**config.mk**
```make
export PLATFORM = sky130hd
export DESIGN_NAME = os_col_drain_flat
export DESIGN_NICKNAME = d
export VERILOG_FILES = /design/src/rtl/os_col_drain_if.sv /design/src/rtl/os_col_drain.sv /design/src/flat_wrapper.sv
export SDC_FILE = /design/constraint.sdc
export NUM_CORES = 1
export LEC_CHECK = 0
export BUFFER_PORTS_ARGS = -buffer_cell sky130_fd_sc_hd__buf_4
export CELL_PAD_IN_SITES_DETAIL_PLACEMENT = 0
export CELL_PAD_IN_SITES_GLOBAL_PLACEMENT = 1
export CORE_ASPECT_RATIO = 2
export CORE_MARGIN = 8
export CORE_UTILIZATION = 44
export CTS_CLUSTER_DIAMETER = 200
export DETAILED_ROUTE_END_ITERATION = 8
export PLACE_DENSITY = 0.93
export SLEW_MARGIN = 10
export SYNTH_ARGS = -nofsm -noshare
export SYNTH_HDL_FRONTEND = slang
export SYNTH_SLANG_ARGS = --single-unit
```
**constraint.sdc**
```tcl
create_clock -name CLK -period 6.4 [get_ports CLK]
set_clock_uncertainty 0.1 [all_clocks]
set_input_delay 0.64 -clock CLK [delete_from_list [all_inputs] [get_ports CLK]]
set_output_delay 0.64 -clock CLK [all_outputs]
set_load 0.01 [all_outputs]
```
**src/rtl/os_col_drain_if.sv**
```systemverilog
// Result stream from the column drain to its consumer.
// Valid/ready handshake carrying one accumulator word per transfer.
interface os_col_drain_if #(
  parameter int ACC_W = 16,
  parameter int IW    = 3
);
  logic             OUT_VALID;
  logic             OUT_READY;
  logic [ACC_W-1:0] OUT_DATA;
  logic [IW-1:0]    OUT_IDX;
  logic             OUT_LAST;

  modport master (
    output OUT_VALID,
    output OUT_DATA,
    output OUT_IDX,
    output OUT_LAST,
    input  OUT_READY
  );

  modport slave (
    input  OUT_VALID,
    input  OUT_DATA,
    input  OUT_IDX,
    input  OUT_LAST,
    output OUT_READY
  );
endinterface

```
**src/rtl/os_col_drain.sv**
```systemverilog
// Snapshots a PE column's accumulators and streams them out row by row,
// then strobes a one-cycle accumulator clear back to the column.
module os_col_drain #(
  parameter int WIDTH = 8,
  parameter int ROWS  = 8,
  parameter int ACC_W = 2 * WIDTH
) (
  input  logic                  CLK,
  input  logic                  RST,
  input  logic                  START,
  input  logic [ROWS*ACC_W-1:0] MAC_IN,
  os_col_drain_if.master        o,
  output logic                  PE_CLR_N,
  output logic                  BUSY,
  output logic                  DONE,
  output logic                  OVERRUN
);
  localparam int IW = (ROWS > 1) ? $clog2(ROWS) : 1;
  localparam logic [IW-1:0] LAST_IDX = IW'(ROWS - 1);

  typedef enum logic [1:0] {
    IDLE,
    SEND,
    CLEAR
  } state_t;

  state_t           state_q, state_d;
  logic [ACC_W-1:0] shadow [ROWS];
  logic             valid_q, valid_d;
  logic [ACC_W-1:0] data_q, data_d;
  logic [IW-1:0]    idx_q, idx_d;
  logic             last_q, last_d;
  logic             clr_n_q, clr_n_d;
  logic             busy_q, busy_d;
  logic             done_q, done_d;
  logic             ovr_q, ovr_d;
  logic             load;
  logic             xfer;
  logic [IW-1:0]    idx_inc;

  assign load    = (state_q == IDLE) && START;
  assign xfer    = valid_q && o.OUT_READY;
  assign idx_inc = idx_q + IW'(1);

  // Shadow bank: captured only on the accepting START edge.
  always_ff @(posedge CLK or negedge RST) begin
    if (!RST) begin
      for (int r = 0; r < ROWS; r++) shadow[r] <= '0;
    end else if (load) begin
      for (int r = 0; r < ROWS; r++)
        shadow[r] <= MAC_IN[r*ACC_W +: ACC_W];
    end
  end

  // Next state and next registered outputs.
  always_comb begin
    state_d = state_q;
    valid_d = valid_q;
    data_d  = data_q;
    idx_d   = idx_q;
    last_d  = last_q;
    clr_n_d = 1'b1;
    done_d  = 1'b0;
    ovr_d   = ovr_q | (START && (state_q != IDLE));
    unique case (state_q)
      IDLE: begin
        if (START) begin
          state_d = SEND;
          valid_d = 1'b1;
          data_d  = MAC_IN[ACC_W-1:0];
          idx_d   = '0;
          last_d  = (ROWS == 1);
        end
      end
      SEND: begin
        if (xfer) begin
          if (idx_q == LAST_IDX) begin
            state_d = CLEAR;
            valid_d = 1'b0;
            last_d  = 1'b0;
            clr_n_d = 1'b0;
            done_d  = 1'b1;
          end else begin
            idx_d  = idx_inc;
            data_d = shadow[idx_inc];
            last_d = (idx_inc == LAST_IDX);
          end
        end
      end
      CLEAR: begin
        state_d = IDLE;
        idx_d   = '0;
      end
      default: state_d = IDLE;
    endcase
    busy_d = (state_d != IDLE);
  end

  // State and output registers.
  always_ff @(posedge CLK or negedge RST) begin
    if (!RST) begin
      state_q <= IDLE;
      valid_q <= 1'b0;
      data_q  <= '0;
      idx_q   <= '0;
      last_q  <= 1'b0;
      clr_n_q <= 1'b1;
      busy_q  <= 1'b0;
      done_q  <= 1'b0;
      ovr_q   <= 1'b0;
    end else begin
      state_q <= state_d;
      valid_q <= valid_d;
      data_q  <= data_d;
      idx_q   <= idx_d;
      last_q  <= last_d;
      clr_n_q <= clr_n_d;
      busy_q  <= busy_d;
      done_q  <= done_d;
      ovr_q   <= ovr_d;
    end
  end

  assign o.OUT_VALID = valid_q;
  assign o.OUT_DATA  = data_q;
  assign o.OUT_IDX   = idx_q;
  assign o.OUT_LAST  = last_q;
  assign PE_CLR_N    = clr_n_q;
  assign BUSY        = busy_q;
  assign DONE        = done_q;
  assign OVERRUN     = ovr_q;
endmodule

```
**src/flat_wrapper.sv**
```systemverilog
// flat-port wrapper written by rule: the top's interface ports become plain ports
module os_col_drain_flat 
#(
  parameter int WIDTH = 8,
  parameter int ROWS  = 8,
  parameter int ACC_W = 2 * WIDTH
)
  (CLK, RST, START, MAC_IN, PE_CLR_N, BUSY, DONE, OVERRUN, o_OUT_VALID, o_OUT_DATA, o_OUT_IDX, o_OUT_LAST, o_OUT_READY);
  os_col_drain_if #(.ACC_W(ACC_W), .IW(3)) o_i ();
  input  logic CLK;
  input  logic RST;
  input  logic START;
  input  logic [ROWS*ACC_W-1:0] MAC_IN;
  output logic PE_CLR_N;
  output logic BUSY;
  output logic DONE;
  output logic OVERRUN;
  output wire logic [$bits(o_i.OUT_VALID)-1:0] o_OUT_VALID;
  output wire logic [$bits(o_i.OUT_DATA)-1:0] o_OUT_DATA;
  output wire logic [$bits(o_i.OUT_IDX)-1:0] o_OUT_IDX;
  output wire logic [$bits(o_i.OUT_LAST)-1:0] o_OUT_LAST;
  input wire logic [$bits(o_i.OUT_READY)-1:0] o_OUT_READY;
  assign o_OUT_VALID = o_i.OUT_VALID;
  assign o_OUT_DATA = o_i.OUT_DATA;
  assign o_OUT_IDX = o_i.OUT_IDX;
  assign o_OUT_LAST = o_i.OUT_LAST;
  assign o_i.OUT_READY = o_OUT_READY;
  os_col_drain #(.WIDTH(WIDTH), .ROWS(ROWS), .ACC_W(ACC_W)) u_core (.CLK(CLK), .RST(RST), .START(START), .MAC_IN(MAC_IN), .o(o_i), .PE_CLR_N(PE_CLR_N), .BUSY(BUSY), .DONE(DONE), .OVERRUN(OVERRUN));
endmodule
```
=== Yosys cells after proc, flatten, opt, wreduce, memory -nomap -nowiden ===
Index checks and enable logic that the tools add are counted.

* Bits of input ports: 132
* Logic and storage cells: 70
* Flip-flop bits (word level): 155

* Mux-type cells: 29
* $lt $le $gt $ge: 1
* Equal/unequal tests: 8
* Add/subtract/negate cells: 1
* Bitwise gates (word level): 2
* Reductions and logical operators: 12

{| class="wikitable"
|+ Operators with widths
! cell !! count
|-
| 16-bit 2-to-1 mux || 5
|-
| 16-bit binary-select mux with 3-bit select || 1
|-
| 16-bit case mux with 2 select lines || 1
|-
| 1-bit 2-to-1 mux || 12
|-
| 4-bit AND reduction || 3
|-
| 3-bit 2-to-1 mux || 3
|-
| 3-bit case mux with 3 select lines || 1
|-
| 3-bit equality test (second input constant) || 2
|-
| 2-bit 2-to-1 mux || 3
|-
| 2-bit nonzero test || 3
|-
| 4-bit >= comparator (second input constant) || 1
|-
| 2-bit by 1-bit != test with 1-bit output (second input constant) || 2
|-
| 2-bit != test (second input constant) || 2
|-
| 3-bit inverter with 4-bit output || 1
|-
| 1-bit case mux with 2 select lines || 2
|-
| 2-bit case mux with 2 select lines || 1
|-
| 3-bit by 1-bit adder with 3-bit output (second input constant) || 1
|-
| 1-bit logical AND || 3
|-
| 3-bit AND reduction || 1
|-
| 3-bit nonzero test || 1
|-
| 2-bit by 1-bit equality test with 1-bit output (second input constant) || 1
|-
| 2-bit equality test (second input constant) || 1
|-
| 2-bit logical NOT || 1
|-
| 1-bit OR || 1
|}

=== Logic depth before layout (Yosys ltp) ===
Gate-level depths: netlist (run 1).

* Word-level depth: 8
* Depth in mapped cells: 8
* Depth with buffers taken out: 6

=== Worst setup path after synthesis (run 1) ===
OpenSTA, ideal clock, no wires.

* Kind: register to register
* Start: register u_core.idx_q[0], in the netlist u_core.o.OUT_IDX[0]
* End: register u_core.data_q[14], in the netlist u_core.o.OUT_DATA[14]
* Data required time: 6,173 ps
* Path slack: 4,159 ps
* Cell stages (with the launch flop): 8
* Arrival: 2,014 ps
* Period minus slack after synthesis: 2,241 ps
* Path buffers: 2
* Cells stage by stage: dfrtp_1 -> ha_1 -> ha_1 -> buf_2 -> buf_4 -> mux4_2 -> mux2i_1 -> o21ai_1

* Word-level cells in the longest chain between the ends: 8

{| class="wikitable"
|+ RTL lines
! item !! line !! RTL
|-
| start, declared || os_col_drain.sv:31 || <nowiki>logic [IW-1:0] idx_q, idx_d;</nowiki>
|-
| start signal, assigned || os_col_drain.sv:115 || <nowiki>idx_q <= idx_d;</nowiki>
|-
| 3-bit by 1-bit adder with 3-bit output || os_col_drain.sv:43 || <nowiki>assign idx_inc = idx_q + IW'(1);</nowiki>
|-
| 3-bit inverter with 4-bit output (not written as such) || os_col_drain.sv:85 || <nowiki>data_d = shadow[idx_inc];</nowiki>
|-
| 16-bit binary-select mux with 3-bit select || os_col_drain.sv:85 ||
|-
| 16-bit 2-to-1 mux (not written as such) (2 in a row) || os_col_drain.sv:85 ||
|-
| 16-bit 2-to-1 mux || os_col_drain.sv:77 || <nowiki>if (idx_q == LAST_IDX) begin</nowiki>
|-
| 16-bit 2-to-1 mux || os_col_drain.sv:76 || <nowiki>if (xfer) begin</nowiki>
|-
| 16-bit case mux with 2 select lines || os_col_drain.sv:65 || <nowiki>unique case (state_q)</nowiki>
|-
| end signal, assigned || os_col_drain.sv:114 || <nowiki>data_q <= data_d;</nowiki>
|-
| end, declared || os_col_drain.sv:30 || <nowiki>logic [ACC_W-1:0] data_q, data_d;</nowiki>
|}

Parallel ways exist; a longest one is shown, timed or not. The select of a mux whose other input is x is not followed.
A chain may end at the register's enable or synchronous reset.

=== Final worst setup path (run 1) ===
* Start: register u_core.idx_q[0], in the netlist u_core.o.OUT_IDX[0]
* End: register u_core.data_q[15], in the netlist u_core.o.OUT_DATA[15]

Same word-level chain as after synthesis.

==> results of run 1 <==
-- power by group --
part / total (mW) / switching, mW / internal [mW]
registers: 1.74 / 0.309 / 1.43
clock network: 0.939 / 0.390 / 0.549
logic: 1.62 / 0.814 / 0.801
total: 4.29 / 1.51 / 2.78
-- routing by layer --
| layer | vias to the layer above | GRT usage | share of wire |
|---|---|---|---|
| li1 | 2549 | - | - |
| met1 | 2605 | 0.231 | 0.39 |
| met2 | 180 | 0.329 | 0.52 |
| met3 | 33 | 0.0415 | 0.053 |
| met4 | 0 | 0.109 | 0.033 |
| met5 | - | 0 | 0 |
-- worst max-delay path by stage --
stage / end / slack (ns) / cells after the start
after floorplan: u_core.o.OUT_DATA[14]$_DFFE_PN0P_ / 4.16 / 7
after global placement: u_core.o.OUT_DATA[15]$_DFFE_PN0P_ / 3.40 / 6
after detailed placement: u_core.o.OUT_DATA[15]$_DFFE_PN0P_ / 3.36 / 6
after CTS: u_core.o.OUT_DATA[15]$_DFFE_PN0P_ / 3.31 / 6
after global routing: u_core.o.OUT_DATA[15]$_DFFE_PN0P_ / 3.14 / 6
final: u_core.o.OUT_DATA[15]$_DFFE_PN0P_ / 3.39 / 6
-- flip-flops by register name (all words and copies together), names as in the netlist, 2 cells and up --
name,cells
u_core.shadow,128
u_core.state_q,2
u_core.o.OUT_DATA,16
u_core.o.OUT_IDX,3
-- stage by stage --
stage                     total power [mW]  utilization  hold slack (ns)  std cells
final                                 4.29        0.568            0.191       1052
after global placement                3.29        0.531            0.351       1020
after global routing                  4.56        0.568            0.257       1052
after detailed placement              3.35        0.531            0.360       1020
after floorplan                       2.83            -            0.244        707
after CTS                             4.32        0.568            0.224       1052
-- Yosys cell counts (2+ instances only) --
cell and count:
nand2_1 393, dfrtp_1 154, mux4_2 32, buf_2 17
mux2i_1 16, a22oi_1 15, clkbuf_1 12, o21ai_0 10
o21ai_1 10, buf_1 9, nor2_1 5, a21oi_1 3
buf_4 3, buf_6 3, ha_1 3, inv_1 3
nand2b_1 3, a21o_1 2
-- layout make-up --
class	instances	area, um^2
Inverter	4	15.0
Clock inverter	13	101
Timing Repair Buffer	159	1200
Sequential cell	155	3880
Fill cell	1399	6610
Clock buffer	19	453
Multi-Input combinational cell	504	2790
Tap cell	198	248
-- kinds of logic after synthesis --
logic type | after synthesis
adder cells (fa/ha/maj) | 3
buffers and inverters | 48
AO/OA/AOI/OAI | 43
multiplexers | 49
AND/OR/NAND/NOR | 409
flip-flops | 155
-- worst max-delay path, stage by stage, from the launching register on --
cell and delay (ns):
dfrtp_1 0.44, ha_1 0.24, ha_2 1.07, mux4_2 0.60, mux2i_1 0.17, a211oi_1 0.09, a21o_1 0.18
-- layout by cell type, fill, tap and decap left out, drive strengths merged, types with 2 or more instances in the layout --
cell	n
nor2	5
ha	3
clkinvlp	3
inv	4
mux2i	16
a22oi	15
mux4	32
nand2	393
dfrtp	154
nand2b	3
clkinv	9
buf	159
o21ai	20
or2	2
a21oi	3
a21o	2
clkbuf	19
==> out/metrics.csv, run 1 <==
metric;value;unit
synth_top_area_frac;0.560;
crit_path_end_kind;register;
post-dp-hpwl;13600;um
hold_class;in -> async;
gp_congestion;0.797;
synth_edf_count;0;
synthArstFlopShare;1.00;
die-area;20200;um^2
r2r_start;u_core.o.OUT_IDX[0]$_DFFE_PN0P_;
r2r_slack;3.39;ns
post_synth_mux_area_share;0.130;
synth-adder-area-share;0.00545;
row_count;64;
leakage;4.56;nW
dr.pass1.iters;5;
yosys.area_share.simple;0.229;
pre_cts_slack;3.36;ns
grtUsageTotal;0.196;
h-tree-depth;4;
root_buffer;clkbuf_16;
finalHoldViolations;0;
overflow;0;
synth_top_cell_by_area;dfrtp_1;
synth_area;6890;um^2
critical_path_arrival;3.22;ns
cp_max_fo;33;
antenna_found_initial;0;
viasPerCell;5.10;
ys_seq_area_frac;0.563;
rsz0062_at_grt;false;
period_minus_slack;3.01;ns
setup_viol;0;
worstReg2RegEnd;u_core.o.OUT_DATA[15]$_DFFE_PN0P_;
ys_seq_elements;155;
rr_worst_depth;6;
postCtsSetupRepairBufs;0;
cts_resized;0;
drive_gt1_frac;0.273;
io_pins;157;
start_util;0.450;
max-slew-margin-rel;0.262;
routed_wl;19200;um
synth_warnings;0;
synth_top_family_by_area;simple AND/OR/NAND/NOR gates;
drt-initial-drc-count;416;
status;finished, final reports clean;
drc;0;
syn-num-nets;842;
die_x;104;um
syn2layout_area_growth;26.1;%
worst_pin_slew;1.11;ns
grt_pass1_vias;5670;
setup_slack;3.39;ns
synth_xor_area_frac;0;
synth_cell_types;32;
powerDensity;494;nW/um^2
syn_avg_cell_area;9.74;um^2
design_area;8680;um^2
num_vias;5367;
synthCells;707;
synth_compound_area_frac;0.0389;
maxCapViolCount;0;
ctsHoldBuffers;0;
period_share;0.470;
crit_start;u_core.o.OUT_IDX[0]$_DFFE_PN0P_;
numCtsBuffers;17;
ys.flop_type;dfrtp_1;
cts_sinks;155;
grt_pass1_wl;30500;um
diodes;0;
timing.fmax;332;MHz
grt_max_degree;95;
clk_latency;0.42;ns
coreArea;15300;um^2
worstSetupPathType;reg -> reg;
portBuffers;156;
finalSetupTns;0;ns
die-height;193;um
max-clock-path-buffers;2;
wl_per_cell;18.3;um
vdd_drop_max;0.000209;V
cts_tree;yes;
slew_violations;0;
clk_pin_slew;0.06;ns
cp-start-kind;register;
nets;976;
post_dp_cell_area;8130;um^2
ant_nets;0;
worstPathRequired;6.61;ns
yosys-top-cells-area;dfrtp_1 (56%), nand2_1 (21%), mux4_2 (10%), mux2i_1 (2.3%), a22oi_1 (1.6%);
(Power assumes the default switching activity.)
==> run 2, diff against run 1 <==
Settings changed: ABC_AREA from default to 1, CORE_UTILIZATION 44 to 39, PLACE_DENSITY 0.93 to 0.87.
Clock period 6.4 ns to 3.06 ns, I/O delays scaled along.
==> run 2 against run 1 <==
Final area increased by 8.8%; worst setup slack got worse by 2.4 ns; synthesized area increased by 9.4%; die area increased by 21%; non-clock buffer count increased by 8; clock power increased by 110%; register-to-register slack got worse by 2.4 ns; core utilization decreased by 7.5 points; cell count increased by 35%; via count increased by 24%; critical endpoint is now u_core.o.OUT_DATA[0]$_DFFE_PN0P_; largest cell class unchanged; largest power group unchanged; highest routed layer unchanged.
==> out/metrics.csv, run 2 <==
metric;value;unit;change
synth_warnings;0;;unchanged
maxCapViolCount;0;;unchanged
ys.flop_type;dfrtp_1;;
grtUsageTotal;0.194;;-0.00247
io_pins;157;;unchanged
wl_met3;795;um;-22%
h-tree-depth;4;;unchanged
grt_max_degree;125;;+32%
numCtsBuffers;17;;unchanged
critical_path_arrival;2.30;ns;-0.92 ns
antenna_found_initial;0;;unchanged
synth_area;7530;um^2;+9.4%
regMostFlops;u_core.shadow;;
die_x;114;um;+9.4%
drive_gt1_frac;0.183;;-0.0902
synth_top_family_by_area;simple AND/OR/NAND/NOR gates;;
cts_sinks;155;;unchanged
wl_met1;9190;um;+23%
grt_pass1_vias;6906;;+22%
finalHoldViolations;0;;unchanged
synthArstFlopShare;1.00;;unchanged
portBuffers;156;;unchanged
clk_pin_slew;0.07;ns;about the same
slew_violations;0;;unchanged
period_share;0.679;;+0.209
synth_compound_area_frac;0.0900;;+0.0511
synthCells;1023;;+45%
post_synth_mux_area_share;0;;-0.130
dr.pass1.iters;5;;unchanged
yosys-top-cells-count;nand2_1 (251), inv_1 (182), dfrtp_1 (154), nor2_1 (145), a21oi_1 (114);;
worstPathRequired;3.28;ns;-3.33 ns
post_dp_cell_area;8880;um^2;+9.2%
drc;0;;unchanged
start_util;0.393;;-0.0577
synth_top_area_frac;0.512;;-0.0481
syn-num-nets;1158;;+38%
cts_tree;yes;;
ant_nets;0;;unchanged
root_buffer;clkbuf_16;;
yosysMostFrequentCell;nand2_1;;
postCtsSetupRepairBufs;0;;unchanged
wl_met2;12200;um;+21%
synth_top_cell_by_area;dfrtp_1;;
syn_avg_cell_area;7.36;um^2;-24%
syn2layout_area_growth;25.3;%;
synth-adder-area-share;0.00498;;-0.000468
yosys-top-cells-area;dfrtp_1 (51%), nand2_1 (13%), inv_1 (9.1%), a21oi_1 (7.6%), nor2_1 (7.2%);;
ys_seq_elements;155;;unchanged
hold_class;in -> reg;;
post-dp-hpwl;16700;um;+23%
coreArea;19200;um^2;+25%
num_vias;6654;;+24%
leakage;5.12;nW;+12%
period_minus_slack;2.08;ns;-0.931 ns
synth_edf_count;0;;unchanged
setup_slack;0.984;ns;-2.41 ns
top_layer;met4;;
nets;1288;;+32%
crit_path_end_kind;register;;
cp_max_fo;63;;+91%
place_inst;1392;;+36%
holdPathStages;3;;
final_common_cell;nand2_1;;
n_fill_cell;1939;;+39%
synth_xor_area_frac;0;;unchanged
vdd_drop_max;0.000285;V;+36%
synth_cell_types;20;;-38%
status;finished, final reports clean;;
die-height;213;um;+10%
overflow;0;;unchanged
worst_pin_slew;0.784;ns;-0.322 ns
diodes;0;;unchanged
yosys.area_share.simple;0.262;;+0.0334
final_cells;1425;;+35%
finalSetupTns;0;ns;unchanged
routed_wl;22700;um;+18%
grt_pass1_wl;36200;um;+19%
drt-initial-drc-count;383;;-7.9%
max-slew-margin-rel;0.477;;+0.215
ys_seq_area_frac;0.515;;-0.0484
layout_common_cells;nand2_1 (251), inv_1 (182), buf_4 (163);;
viasPerCell;4.67;;-8.5%
row_count;72;;+13%
max-clock-path-buffers;2;;unchanged
clk_latency;0.43;ns;about the same
pre_cts_slack;1.00;ns;-2.36 ns
rr_worst_depth;8;;+2
die-area;24300;um^2;+21%
gp_congestion;0.837;;+4.9%
largest_reg_flops;128;;unchanged
setup_viol;0;;unchanged
rsz0062_at_grt;false;;
design_area;9440;um^2;+8.8%
powerDensity;449;nW/um^2;-9.2%
wl_per_cell;15.9;um;-13%
post-route-util;0.492;;-0.0755
cp-start-kind;register;;
timing.fmax;482;MHz;+45%
worstSetupPathType;reg -> reg;;
==> run 2: cell types whose count changed in the layout (fill, tap and decap cells not counted), moves of 4 or more <==
cell      before  now
a21oi_1        3  114
nand3_1        1   83
buf_4        158  163
inv_1          3  182
nor2_2         0    4
clkinv_2       8    2
a22oi_1       15    0
mux2i_1       16    0
nor2_1         5  145
nand2_1      392  251
mux4_2        32    0
inv_6          0    6
==> run 2: power by group <==
group                 switching (mW)  internal (mW)
clock                          0.935           1.07
combinational                 0.0767          0.111
sequential     0.0000000000000000129           2.05
==> run 2: layout make-up <==
| class | count | area, um^2 | area share |
|---|---|---|---|
| repair buffers | 167 | 1280 | 0.136 |
| multi-input cells | 627 | 2700 | 0.286 |
| inverters | 185 | 694 | 0.0735 |
| clock inverters | 15 | 130 | 0.0138 |
| well taps | 259 | 324 | 0.0343 |
| flip-flops and latches | 155 | 3880 | 0.411 |
| clock buffers | 17 | 425 | 0.0451 |
==> run 2: cell families after synthesis <==
family,after synthesis
and+or+nand+nor,489
buffers and inverters,241
DFF,155
AOI/OAI and AO/OA,135
adders and majority gates,3
==> run 2: path summary, 6_finish.rpt <==
check,end,slack [ns],startpoint
setup / recovery,u_core.o.OUT_DATA[0]$_DFFE_PN0P_,0.98,u_core.state_q[1]$_DFF_PN0_
hold reg to reg,u_core.OVERRUN$_DFF_PN0_,0.38,u_core.OVERRUN$_DFF_PN0_
hold / removal,u_core.shadow[26]$_DFFE_PN0P_,0.02,MAC_IN[106]
max in group asynchronous,u_core.shadow[90]$_DFFE_PN0P_,1.58,RST
min in group asynchronous,u_core.shadow[18]$_DFFE_PN0P_,0.41,RST
setup reg to reg,u_core.o.OUT_DATA[0]$_DFFE_PN0P_,0.98,u_core.state_q[1]$_DFF_PN0_
==> run 2: per-layer routing <==
layer / global-route usage / vias up
met5: 0 / -
met4: 0.0767 / 0
met1: 0.226 / 3123
met3: 0.0256 / 25
met2: 0.349 / 163
li1: - / 3343
==> run 2: worst max-delay path: stages, from the launching register on <==
cell,delay (ns)
dfrtp_1,0.42
nor2_2,0.25
nand2_8,0.27
nand2_2,0.16
nand2_2,0.35
nor2_1,0.22
nand3_1,0.10
nand2_1,0.06
inv_1,0.03
==> run 2: stage by stage <==
stage	hold WS (ns)	total power, mW
global route	0.0272	4.37
finish	0.0212	4.24
CTS	0.0149	4.28
detailed placement	0.318	2.28
global placement	0.320	2.28
floorplan	-0.0896	2.09
==> run 2: repair_timing <==
action,CTS,global route
hold endpoints to repair,77,0
resized for setup,0,0
hold buffers,1,0
==> run 3, diff against run 2 <==
Clock period 3.06 ns to 2 ns, I/O delays scaled along.
==> run 3 against run 2 <==
Worst hold slack got worse by 0.014 ns; power is 64% higher; combinational power grew to 2.7 times the previous value; critical path depth grew 1; critical endpoint is now u_core.o.OUT_DATA[5]$_DFFE_PN0P_; sequential power up 53%.
==> out/metrics.csv, run 3 (synthesis gave the netlist of run 2 again) <==
metric;value;unit;change
cp_cell_sequence;ha_1 > ha_1 > o21ai_1 > nand2_2 > buf_12 > nor2_1 > nand3_1 > nand2_1 > inv_1;;
design_area;10900;um^2;+15%
cp_max_fo;32;;-49%
max-slew-margin-rel;0.542;;+0.0646
period_share;0.942;;+0.263
crit_family;simple AND/OR/NAND/NOR gates;;
numCtsBuffers;17;;unchanged
grtUsageTotal;0.211;;+0.0169
num_vias;7291;;+9.6%
final_common_cell;nand2_1;;
setup_viol;0;;unchanged
slew_violations;0;;unchanged
antenna_found_initial;2;;+2
h-tree-depth;4;;unchanged
grt_pass1_wl;39300;um;+8.4%
overflow;0;;unchanged
setup_slack;0.117;ns;-0.867 ns
finalHoldViolations;0;;unchanged
max-clock-path-buffers;2;;unchanged
syn2layout_area_growth;44.7;%;
finalSetupTns;0;ns;unchanged
start_util;0.393;;unchanged
period_minus_slack;1.88;ns;-0.193 ns
critical_path_arrival;2.10;ns;-0.20 ns
path_buf_inv;2;;+1
leakage;5.73;nW;+12%
nets;1421;;+10%
ant_nets;0;;unchanged
layout_common_cells;nand2_1 (251), inv_1 (182), buf_4 (165);;
post-dp-hpwl;17400;um;+4.3%
worstPathRequired;2.21;ns;-1.07 ns
clk_pin_slew;0.06;ns;about the same
die-height;213;um;unchanged
cts_sinks;155;;unchanged
cp_slowest_cell;dfrtp_2;;
worst_pin_slew;0.687;ns;-0.0970 ns
status;finished, final reports clean;;
timing.fmax;531;MHz;+10%
r2r_slack;0.12;ns;-0.87 ns
vdd_drop_max;0.000507;V;+78%
maxCapViolCount;0;;unchanged
crit_path_end_kind;register;;
regMostFlops;u_core.shadow;;
routed_wl;24800;um;+9.3%
io_pins;157;;unchanged
drt-initial-drc-count;367;;-4.2%
viasPerCell;4.67;;about the same
row_count;72;;unchanged
critical-path-max-stage-delay;0.43;ns;about the same
pre_cts_slack;0.126;ns;-0.874 ns
grt_max_degree;92;;-26%
worstSetupPathType;reg -> reg;;
hold_class;in -> reg;;
wl_per_cell;15.9;um;-0.18%
post_dp_cell_area;9030;um^2;+1.7%
largest_reg_flops;128;;unchanged
postCtsSetupRepairBufs;0;;unchanged
clk_latency;0.42;ns;about the same
rsz0062_at_grt;false;;
root_buffer;clkbuf_16;;
cts_tree;yes;;
gp_congestion;0.851;;+1.7%
drive_gt1_frac;0.170;;-0.0125
drc;0;;unchanged
n_fill_cell;1770;;-8.7%
die-area;24300;um^2;unchanged
coreArea;19200;um^2;unchanged
crit_top_cell;ha_1;;
grt_pass1_vias;7683;;+11%
portBuffers;156;;unchanged
dr.pass1.iters;5;;unchanged
cp-start-kind;register;;
cts_resized;0;;unchanged
powerDensity;638;nW/um^2;+42%
die_x;114;um;unchanged
## run 3: cell types whose count changed in the layout (fill, tap and decap cells not counted), sizes merged
cell / before / now
buf: 166 / 175
bufinv: 0 / 3
clkbuf: 17 / 19
clkinvlp: 1 / 4
diode: 0 / 2
dlygate4sd3: 1 / 125
inv: 194 / 186
## run 3: area by class of cell
cell class	count	area, um^2	share of cell area
Inverter	185	694	0.0637
Tap cell	259	324	0.0297
Clock buffer	19	443	0.0406
Multi-Input combinational cell	627	2700	0.248
Timing Repair Buffer	300	2680	0.246
Clock inverter	13	169	0.0155
Antenna cell	2	5.00	0.000459
Sequential cell	155	3880	0.356
## run 3: path summary, 6_finish.rpt
kind                                                  from                                 to  depth (start not counted)
setup reg to reg           u_core.o.OUT_IDX[0]$_DFFE_PN0P_   u_core.o.OUT_DATA[5]$_DFFE_PN0P_                          9
setup / recovery           u_core.o.OUT_IDX[0]$_DFFE_PN0P_   u_core.o.OUT_DATA[5]$_DFFE_PN0P_                          9
max in group asynchronous                              RST  u_core.o.OUT_DATA[11]$_DFFE_PN0P_                          3
min in group asynchronous                              RST      u_core.shadow[79]$_DFFE_PN0P_                          2
hold / removal                                   MAC_IN[7]     u_core.shadow[119]$_DFFE_PN0P_                          3
hold reg to reg                   u_core.OVERRUN$_DFF_PN0_           u_core.OVERRUN$_DFF_PN0_                          1
## run 3: repair_timing
item / in CTS / in global routing
hold buffers: 125 / 0
endpoints found under the hold margin: 179 / 0
setup endpoints to repair: 0 / 3
## run 3: stage by stage
step           utilization  power [mW]  hold WS (ns)  instances
6_report             0.568        6.96       0.00763       1560
3_5_place_dp         0.471        3.49         0.123       1401
5_1_grt              0.568        7.17        0.0163       1560
2_1_floorplan            -        3.20        -0.196       1023
4_1_cts              0.568        7.00      0.000315       1558
3_3_place_gp         0.471        3.49         0.121       1401
## run 3: where the power goes
part / total, mW / switching (mW) / internal [mW]
Clock: 3.32 / 1.32 / 2.00
Combinational: 0.499 / 0.164 / 0.336
Sequential: 3.14 / 0.0000000000000000207 / 3.14
## run 3: metal layers
metal | track usage | wire length [um] | up-vias
li1 | - | - | 3600
met1 | 0.229 | 9390 | 3439
met2 | 0.377 | 13400 | 192
met3 | 0.0302 | 763 | 60
met4 | 0.127 | 1280 | 0
met5 | 0 | 0 | -
## run 3: worst register-to-register path: stages (launching register included)
cell and delay, ns:
dfrtp_2 0.43, ha_1 0.21, ha_1 0.20, o21ai_1 0.17, nand2_2 0.09, buf_12 0.17, nor2_1 0.22, nand3_1 0.10
nand2_1 0.07, inv_1 0.03
